**config.mk**
```make
export PLATFORM = sky130hd
export DESIGN_NAME = imem_programmer_flat
export DESIGN_NICKNAME = d
export VERILOG_FILES = /design/src/rtl/mips_pkg.sv /design/src/rtl/imem_programmer_if.sv /design/src/rtl/instr_encoder.sv /design/src/rtl/imem_programmer.sv /design/src/flat_wrapper.sv
export SDC_FILE = /design/constraint.sdc
export NUM_CORES = 1
export LEC_CHECK = 0
export ABC_AREA = 1
export CAP_MARGIN = 25
export CELL_PAD_IN_SITES_DETAIL_PLACEMENT = 1
export CELL_PAD_IN_SITES_GLOBAL_PLACEMENT = 1
export CORE_ASPECT_RATIO = 0.6
export CORE_MARGIN = 8
export CORE_UTILIZATION = 29
export CTS_CLUSTER_DIAMETER = 40
export DETAILED_ROUTE_END_ITERATION = 8
export MAX_ROUTING_LAYER = met4
export PLACE_DENSITY = 0.82
export SYNTH_ARGS = -nofsm -noshare
export SYNTH_HDL_FRONTEND = slang
export SYNTH_SLANG_ARGS = --single-unit
```
**constraint.sdc**
```tcl
create_clock -name clk -period 1.09 [get_ports clk]
set_input_delay 0.218 -clock clk [delete_from_list [all_inputs] [get_ports clk]]
set_output_delay 0.218 -clock clk [all_outputs]
set_load 0.03 [all_outputs]
```
**src/rtl/mips_pkg.sv**
```systemverilog
// Shared types and field layout for the single-cycle core's
// instruction format and the imem programmer.
package mips_pkg;

  localparam int INSTR_W = 16;
  localparam int OP_W    = 3;
  localparam int REG_W   = 3;
  localparam int IMM_W   = 7;

  localparam int OP_LSB  = 13;
  localparam int RA_LSB  = 10;
  localparam int RB_LSB  = 7;
  localparam int IMM_LSB = 0;

  typedef enum logic [OP_W-1:0] {
    OP_STORE = 3'b000,
    OP_LOAD  = 3'b001,
    OP_ADD   = 3'b010,
    OP_BEQ   = 3'b101,
    OP_HALT  = 3'b111
  } opcode_t;

  typedef enum logic [1:0] {
    ERR_NONE     = 2'b00,
    ERR_ILLEGAL  = 2'b01,
    ERR_OVERFLOW = 2'b10
  } err_code_t;

  typedef logic [1:0] prog_state_t;

  localparam prog_state_t S_IDLE = 2'd0;
  localparam prog_state_t S_LOAD = 2'd1;
  localparam prog_state_t S_DONE = 2'd2;
  localparam prog_state_t S_ERR  = 2'd3;

endpackage

```
**src/rtl/imem_programmer_if.sv**
```systemverilog
// Field-level instruction request channel with
// a valid/ready handshake.
interface imem_programmer_if;
  import mips_pkg::*;

  logic             in_valid;
  logic             in_ready;
  logic [OP_W-1:0]  in_op;
  logic [REG_W-1:0] in_ra;
  logic [REG_W-1:0] in_rb;
  logic [IMM_W-1:0] in_imm;

  modport master (
    output in_valid,
    output in_op,
    output in_ra,
    output in_rb,
    output in_imm,
    input  in_ready
  );

  modport slave (
    input  in_valid,
    input  in_op,
    input  in_ra,
    input  in_rb,
    input  in_imm,
    output in_ready
  );

endinterface

```
**src/rtl/instr_encoder.sv**
```systemverilog
// Packs request fields into an instruction word
// and flags opcodes outside the ISA.
module instr_encoder
  import mips_pkg::*;
(
  input  logic [OP_W-1:0]    op,
  input  logic [REG_W-1:0]   ra,
  input  logic [REG_W-1:0]   rb,
  input  logic [IMM_W-1:0]   imm,
  output logic [INSTR_W-1:0] word,
  output logic               legal
);

  assign word = {op, ra, rb, imm};

  always_comb begin
    legal = 1'b0;
    unique case (op)
      OP_STORE,
      OP_LOAD,
      OP_ADD,
      OP_BEQ,
      OP_HALT: legal = 1'b1;
      default: legal = 1'b0;
    endcase
  end

endmodule

```
**src/rtl/imem_programmer.sv**
```systemverilog
// Loads a program into instruction memory from a
// request stream; stops on HALT, bad opcode or overflow.
module imem_programmer
  import mips_pkg::*;
#(
  parameter int DEPTH  = 64,
  parameter int ADDR_W = $clog2(DEPTH)
) (
  input  logic               clk,
  input  logic               reset,
  input  logic               start,
  imem_programmer_if.slave   req,
  output logic               imem_we,
  output logic [ADDR_W-1:0]  imem_addr,
  output logic [INSTR_W-1:0] imem_wdata,
  output logic               busy,
  output logic               done,
  output logic               err,
  output logic [1:0]         err_code,
  output logic [ADDR_W:0]    instr_count
);

  localparam logic [ADDR_W-1:0] LAST =
    ADDR_W'(DEPTH - 1);

  prog_state_t        state;
  logic [ADDR_W-1:0]  wr_ptr;
  logic [INSTR_W-1:0] word;
  logic               legal;
  logic               accept;
  logic               is_halt;

  instr_encoder u_enc (
    .op    (req.in_op),
    .ra    (req.in_ra),
    .rb    (req.in_rb),
    .imm   (req.in_imm),
    .word  (word),
    .legal (legal)
  );

  assign busy         = (state == S_LOAD);
  assign req.in_ready = (state == S_LOAD);
  assign accept       = req.in_valid && busy;
  assign is_halt      = (req.in_op == OP_HALT);

  always_ff @(posedge clk) begin
    if (reset) begin
      state       <= S_IDLE;
      wr_ptr      <= '0;
      instr_count <= '0;
      imem_we     <= 1'b0;
      imem_addr   <= '0;
      imem_wdata  <= '0;
      done        <= 1'b0;
      err         <= 1'b0;
      err_code    <= ERR_NONE;
    end else begin
      imem_we <= 1'b0;
      unique case (state)
        S_IDLE, S_DONE, S_ERR: begin
          if (start) begin
            state       <= S_LOAD;
            wr_ptr      <= '0;
            instr_count <= '0;
            done        <= 1'b0;
            err         <= 1'b0;
            err_code    <= ERR_NONE;
          end
        end
        S_LOAD: begin
          if (accept && !legal) begin
            state    <= S_ERR;
            err      <= 1'b1;
            err_code <= ERR_ILLEGAL;
          end else if (accept) begin
            imem_we     <= 1'b1;
            imem_addr   <= wr_ptr;
            imem_wdata  <= word;
            wr_ptr      <= wr_ptr + 1'b1;
            instr_count <= instr_count + 1'b1;
            // HALT wins over overflow in the last slot
            if (is_halt) begin
              state <= S_DONE;
              done  <= 1'b1;
            end else if (wr_ptr == LAST) begin
              state    <= S_ERR;
              err      <= 1'b1;
              err_code <= ERR_OVERFLOW;
            end
          end
        end
        default: state <= S_IDLE;
      endcase
    end
  end

endmodule

```
**src/flat_wrapper.sv**
```systemverilog
// flat-port wrapper written by rule: the top's interface ports become plain ports
module imem_programmer_flat import mips_pkg::*;
#(
  parameter int DEPTH  = 64,
  parameter int ADDR_W = $clog2(DEPTH)
)
  (clk, reset, start, imem_we, imem_addr, imem_wdata, busy, done, err, err_code, instr_count, req_in_valid, req_in_op, req_in_ra, req_in_rb, req_in_imm, req_in_ready);
  imem_programmer_if req_i ();
  input  logic clk;
  input  logic reset;
  input  logic start;
  output logic imem_we;
  output logic [ADDR_W-1:0] imem_addr;
  output logic [INSTR_W-1:0] imem_wdata;
  output logic busy;
  output logic done;
  output logic err;
  output logic [1:0] err_code;
  output logic [ADDR_W:0] instr_count;
  input wire logic [$bits(req_i.in_valid)-1:0] req_in_valid;
  input wire logic [$bits(req_i.in_op)-1:0] req_in_op;
  input wire logic [$bits(req_i.in_ra)-1:0] req_in_ra;
  input wire logic [$bits(req_i.in_rb)-1:0] req_in_rb;
  input wire logic [$bits(req_i.in_imm)-1:0] req_in_imm;
  output wire logic [$bits(req_i.in_ready)-1:0] req_in_ready;
  assign req_i.in_valid = req_in_valid;
  assign req_i.in_op = req_in_op;
  assign req_i.in_ra = req_in_ra;
  assign req_i.in_rb = req_in_rb;
  assign req_i.in_imm = req_in_imm;
  assign req_in_ready = req_i.in_ready;
  imem_programmer #(.DEPTH(DEPTH), .ADDR_W(ADDR_W)) u_core (.clk(clk), .reset(reset), .start(start), .req(req_i), .imem_we(imem_we), .imem_addr(imem_addr), .imem_wdata(imem_wdata), .busy(busy), .done(done), .err(err), .err_code(err_code), .instr_count(instr_count));
endmodule
```
Word-level counts from Yosys, hierarchy flattened:

Index checks and enable logic that the tools add are counted.

* bits in registers: 42
* output and inout port bits: 36

* equal/unequal tests: 16
* bitwise operators: 2
* add/sub/neg operators: 2
* mux-type cells: 32
* reductions and logical operators: 13

Operators with widths (number)
* $mux 7: 3
* $mux 2: 10
* $mux 6: 3
* $pmux 7 s2: 1
* $pmux 6 s2: 1
* $mux 1: 10
* $ne 3x3->1 const B: 3
* $reduce_and 3->1: 3
* $ne 2x2->1 const B: 4
* $pmux 2 s2: 2
* $reduce_and 4->1: 2
* $add 7x1->7 const B: 1
* $add 6x1->6 const B: 1
* $eq 3x3->1 const B: 2
* $eq 6x6->1 const B: 1
* $reduce_or 3->1: 2
* $reduce_or 5->1: 1
* $eq 2x2->1 const B: 2
* $ne 4x4->1 const B: 1
* $pmux 1 s2: 2
* $eq 3x1->1 const B: 1
* $eq 3x2->1 const B: 1
* $logic_not 3->1: 1
* $eq 2x1->1 const B: 1
* other kinds (4): 6

Longest topological paths before layout:

* word-level depth: 7
* depth in mapped cells: 10
* mapped depth without buffers: 9

Cells and area by module:

A second synthesis with hierarchy kept.

* cells, all modules: 248
* area total of the unflattened synthesis: 1875.5 um^2

Modules (own cells, without submodules)
* imem_programmer: cells each 227, area an instance 1736.7 um^2, seq. area each 840.8 um^2, times used 1
* instr_encoder: cells each 21, area an instance 138.9 um^2, seq. area each 0.0 um^2, times used 1

Worst setup path before layout:

OpenSTA, ideal clock, no wires.

* path kind: register -> register
* start point: register u_core.state[0]
* end point: register u_core.err_code[0]
* buffers on the path: 0
* slack: -0.166 ns
* required time: 0.970 ns
* stages on the path, launching flop included: 8
* arrival time: 1.136 ns
* cell sequence: dfxtp_1 -> inv_1 -> nor2_4 -> nand2_1 -> o21ai_1 -> nand2_1 -> nand2_1 -> a21oi_1

* cells in the longest elaborated chain, start to end: 5
* elaborated cells between the ends (all ways): 14
* those cells by class: eq/ne: 7; mux: 2; reduce/logical: 5

RTL lines
* start: declaration: RTL line imem_programmer.sv:26 `prog_state_t state;`
* start signal: assignment: RTL line imem_programmer.sv:49 `state <= S_IDLE;`
* start signal: assignment: RTL line imem_programmer.sv:63 `state <= S_LOAD;`
* start signal: assignment: RTL line imem_programmer.sv:73 `state <= S_ERR;`
* $eq 2x1->1 (*): RTL line imem_programmer.sv:42 `assign busy = (state == S_LOAD);`
* net busy: RTL line flat_wrapper.sv:15 `output logic busy;`
* $logic_and 1x1->1: RTL line imem_programmer.sv:44 `assign accept = req.in_valid && busy;`
* $logic_and 1x1->1: RTL line imem_programmer.sv:72 `if (accept && !legal) begin`
* $ne 3x3->1 (no line) / $mux 2 (equally long branches)
* $reduce_and 4->1 (no line) / $pmux 2 s2 (equally long branches)
* end signal: assignment: RTL line imem_programmer.sv:57 `err_code <= ERR_NONE;`
* end signal: assignment: RTL line imem_programmer.sv:68 `err_code <= ERR_NONE;`
* end signal: assignment: RTL line imem_programmer.sv:75 `err_code <= ERR_ILLEGAL;`
* end: declaration: RTL line imem_programmer.sv:19 `output logic [1:0] err_code,`

Mark *: on every way through the listed nets, which the timed path passes. The rest lies on a longest branch.
A chain may end at the register's enable or synchronous reset.

Final worst setup path:

* start point: register u_core.state[1]
* end point: register u_core.imem_wdata[3]

* cells in the longest elaborated chain, start to end: 5

RTL lines
* $eq 2x1->1 (*): RTL line imem_programmer.sv:42, imem_programmer.sv:60
* $logic_and 1x1->1: RTL line imem_programmer.sv:44
* $logic_and 1x1->1: RTL line imem_programmer.sv:72
* $not 1->1 (no line)
* $reduce_and 3->1 (no line) (*)
* end signal: assignment: RTL line imem_programmer.sv:79 `imem_wdata <= word;`
* end: declaration: RTL line imem_programmer.sv:15 `output logic [INSTR_W-1:0] imem_wdata,`

Mark *: on every way between the ends. The rest lies on a longest branch, timed or not.

==> flow_metrics.py <==
metrics = {
    "pwr": {
        "p_clk_share_pct": 29.9,
        "p_int_mw": 2.93,
        "ir_drop_v": 0.000501,
        "switchingPower_mw": 1.38,
        "switching_share_pct": 32.0,
        "power_leakage_nw": 1.43,
        "p_comb_share_pct": 31.2,
        "cellPowerDensity_nw_per_um2": 1270,
        "power_frac_seq_pct": 39.0,
    },
    "layout": {
        "final_core_util_pct": 56.5,
        "final_layout_size_suffix_gt1_share_pct": 59.1,
        "instances_no_fill": 424,
        "diodes": 0,
        "area_growth_pct": 92.4,
        "nNetsFinal": 361,
        "final_cell_mix": "buf_4 (53), nor2_1 (37), nand2_1 (26)",
        "layout_commonest_cell": "buf_4",
    },
    "yosys": {
        "synth-seq-cells": 42,
        "syn-cell-area_sq_um": 1760,
        "ys_seq_area_share_pct": 47.7,
        "syn_area_per_cell_sq_um": 7.57,
        "synth_area_leaders": "dfxtp_1 (48%), nor2_1 (9.4%), nand2_1 (8.5%), o21ai_0 (7.7%), a21oi_1 (5.1%)",
        "syn-num-nets": 255,
        "yosysTopAreaCellShare_pct": 47.7,
        "synth_cell_types": 23,
        "yosys.area.top_type": "dfxtp_1",
        "yosysWarnings": 0,
        "synthCells": 233,
    },
    "clock_network": {
        "clk_pin_slew_ns": 0.09,
        "cts_root_buf": "clkbuf_8",
        "cts-hold-fix-buffers": 0,
        "htree_num_levels": 2,
        "cts_tree": "built",
        "cts_buffer_depth": 2,
        "cts_sinks": 42,
        "clk_latency_ns": 0.31,
        "cts-buffers-inserted": 5,
    },
    "floorplanning": {
        "coreArea_sq_um": 6000,
        "std_cell_rows": 22,
        "dieArea_sq_um": 8910,
        "die_x_um": 117,
        "start_util_pct": 29.4,
        "ios": 56,
        "fp.dieH_um": 76.4,
    },
    "sta": {
        "fin_skew_ns": 0.00945,
        "fin_ws_ns": -0.291,
        "hold_viol": 0,
        "worst_slew_pin_slew_ns": 0.279,
        "period_needed_ns": 1.38,
        "post-route-period-util_pct": 127,
        "slew_viol_final": 0,
        "hold_slack_ns": 0.343,
        "rsz0062_at_grt": "yes",
        "setup_viol_count_final": 48,
        "slew_headroom_pct": 81.3,
        "clock.fmax_mhz": 724,
    },
    "worst_setup_path": {
        "crit_fanout": 7,
        "crit_type": "register to register",
        "required_ns": 1.29,
        "critical_path.cell_chain": "inv_2 -> nand2_4 -> nor2_4 -> nand2_4 -> buf_12 -> clkinv_8 -> buf_4 -> nor2_1 -> nor2_1",
        "critPathMaxStageDelay_ns": 0.37,
        "path_buf_inv": 4,
        "critPathLaunchType": "register",
        "cp.arrival_ns": 1.59,
        "crit_family": "buffers and inverters",
        "worst_path_max_delay_cell": "dfxtp_2",
        "cp-end-kind": "register",
    },
    "place": {
        "gp_congestion": 0.815,
        "post-place-cells": 393,
        "io_buffer_count": 55,
        "dpl.hpwl_mm": 4.38,
    },
    "drt": {
        "firstDrtPassIters": 4,
        "routed_via_density": 4.66,
        "postRouteAntennaNets": 0,
        "route.detailed.drc": 0,
        "finalWirelength_mm": 7.40,
        "drtIter0Drc": 56,
        "num_vias": 1977,
        "routedWlPerCell_um": 17.5,
    },
    "outcome": {
        "violations": "setup timing",
        "status": "finished, violations left",
    },
    "global_route": {
        "antenna_found_initial": 0,
        "grt_pass1_wl_mm": 10.9,
        "grt_use_total_pct": 16.0,
        "grt_pass1_vias": 2104,
        "grt_max_degree": 17,
        "grt_overflow": 0,
    },
    "flow_run": {
        "maxCapViolCount": 0,
    },
    "hold_path": {
        "hp-class": "input pin to register",
    },
}
state kept, by name (all words and copies together) (netlist names):
register,count
u_core.done,1
u_core.err,1
u_core.err_code,2
u_core.imem_addr,6
u_core.imem_wdata,16
u_core.imem_we,1
u_core.instr_count,7
u_core.state,2
u_core.wr_ptr,6
tightest hold or removal path: cells and delay by family:
family | cells | cell delay, ns
AO/OA/AOI/OAI | 1 | 0.05
buffers and inverters | 1 | 0.27
AND/OR/NAND/NOR | 1 | 0.09
logic make-up (layout without fill, tap and decap cells):
kind of cell	after synthesis	in the layout	synth area share [%]
compound gates	50	50	14.8
fa+ha+maj	2	2	1.42
buf+inv	33	140	9.30
flops	42	42	47.7
simple gates	106	106	26.8
per-layer routing:
metal / wire length, um / share of wire [%] / up-vias / global-route usage [%]
met5: 0 / 0 / - / -
met4: 102 / 1.4 / 0 / 4.19
met3: 330 / 4.5 / 9 / 3.80
met2: 3530 / 48 / 44 / 25.0
met1: 3430 / 46 / 966 / 20.1
li1: - / - / 958 / -
area by class of cell:
cell class	instances	area, sq um
repair inverters	3	31.3
well taps	84	105
clock buffers	6	72.6
inverters	23	104
flip-flops and latches	42	870
multi-input cells	158	1090
fillers	700	2610
clock inverters	2	37.5
repair buffers	106	1080
Yosys cell counts:
master	number
a21oi_1	18
o31ai_1	1
nand2_1	40
o21bai_1	2
nand2_4	2
buf_2	2
nor3b_2	1
inv_1	18
nor2_1	44
inv_2	5
nand3b_1	1
nand2_2	2
buf_6	4
buf_4	2
dfxtp_1	42
o21ai_0	27
ha_1	2
a21oi_2	1
nand4_1	2
o21ai_1	1
nand3_1	11
nor2_4	3
clkbuf_1	2
stage by stage:
stage | setup TNS, ns | instance area, sq um | power (mW) | setup slack [ns]
global placement | -20.61 | 2580 | 2.52 | -0.547
floorplan | -1.70 | 1770 | 2.17 | -0.154
finish | -8.85 | 3390 | 4.32 | -0.291
detailed placement | -21.91 | 2580 | 2.54 | -0.595
CTS | -6.09 | 3080 | 4.07 | -0.236
global route | -11.08 | 3390 | 4.49 | -0.327
power by group through the flow:
stage,sequential [mW],combinational (mW),clock [mW]
global placement,1.70,0.822,0
floorplan,1.83,0.346,0
detailed placement,1.70,0.843,0
CTS,1.67,1.12,1.28
global route,1.69,1.42,1.37
finish,1.68,1.35,1.29
final timing paths:
| kind | cells past startpoint | from | slack (ns) | endpoint |
|---|---|---|---|---|
| hold reg to reg | 2 | u_core.err_code[0]$_SDFFE_PP0P_ | 0.46 | u_core.err_code[0]$_SDFFE_PP0P_ |
| setup / recovery | 9 | u_core.state[1]$_SDFFE_PP0P_ | -0.29 | u_core.imem_wdata[3]$_SDFFE_PP0P_ |
| setup reg to reg | 9 | u_core.state[1]$_SDFFE_PP0P_ | -0.29 | u_core.imem_wdata[3]$_SDFFE_PP0P_ |
| hold / removal | 3 | req_in_op[2] | 0.34 | u_core.imem_wdata[15]$_SDFFE_PP0P_ |
timing repair:
action                     CTS  global route
setup endpoints to repair   47            53
setup buffers               11            12
pin swaps                   21            24
gates resized for setup    106            62
gates cloned                 3             1
Note: power is estimated with default switching activity, not from simulation.
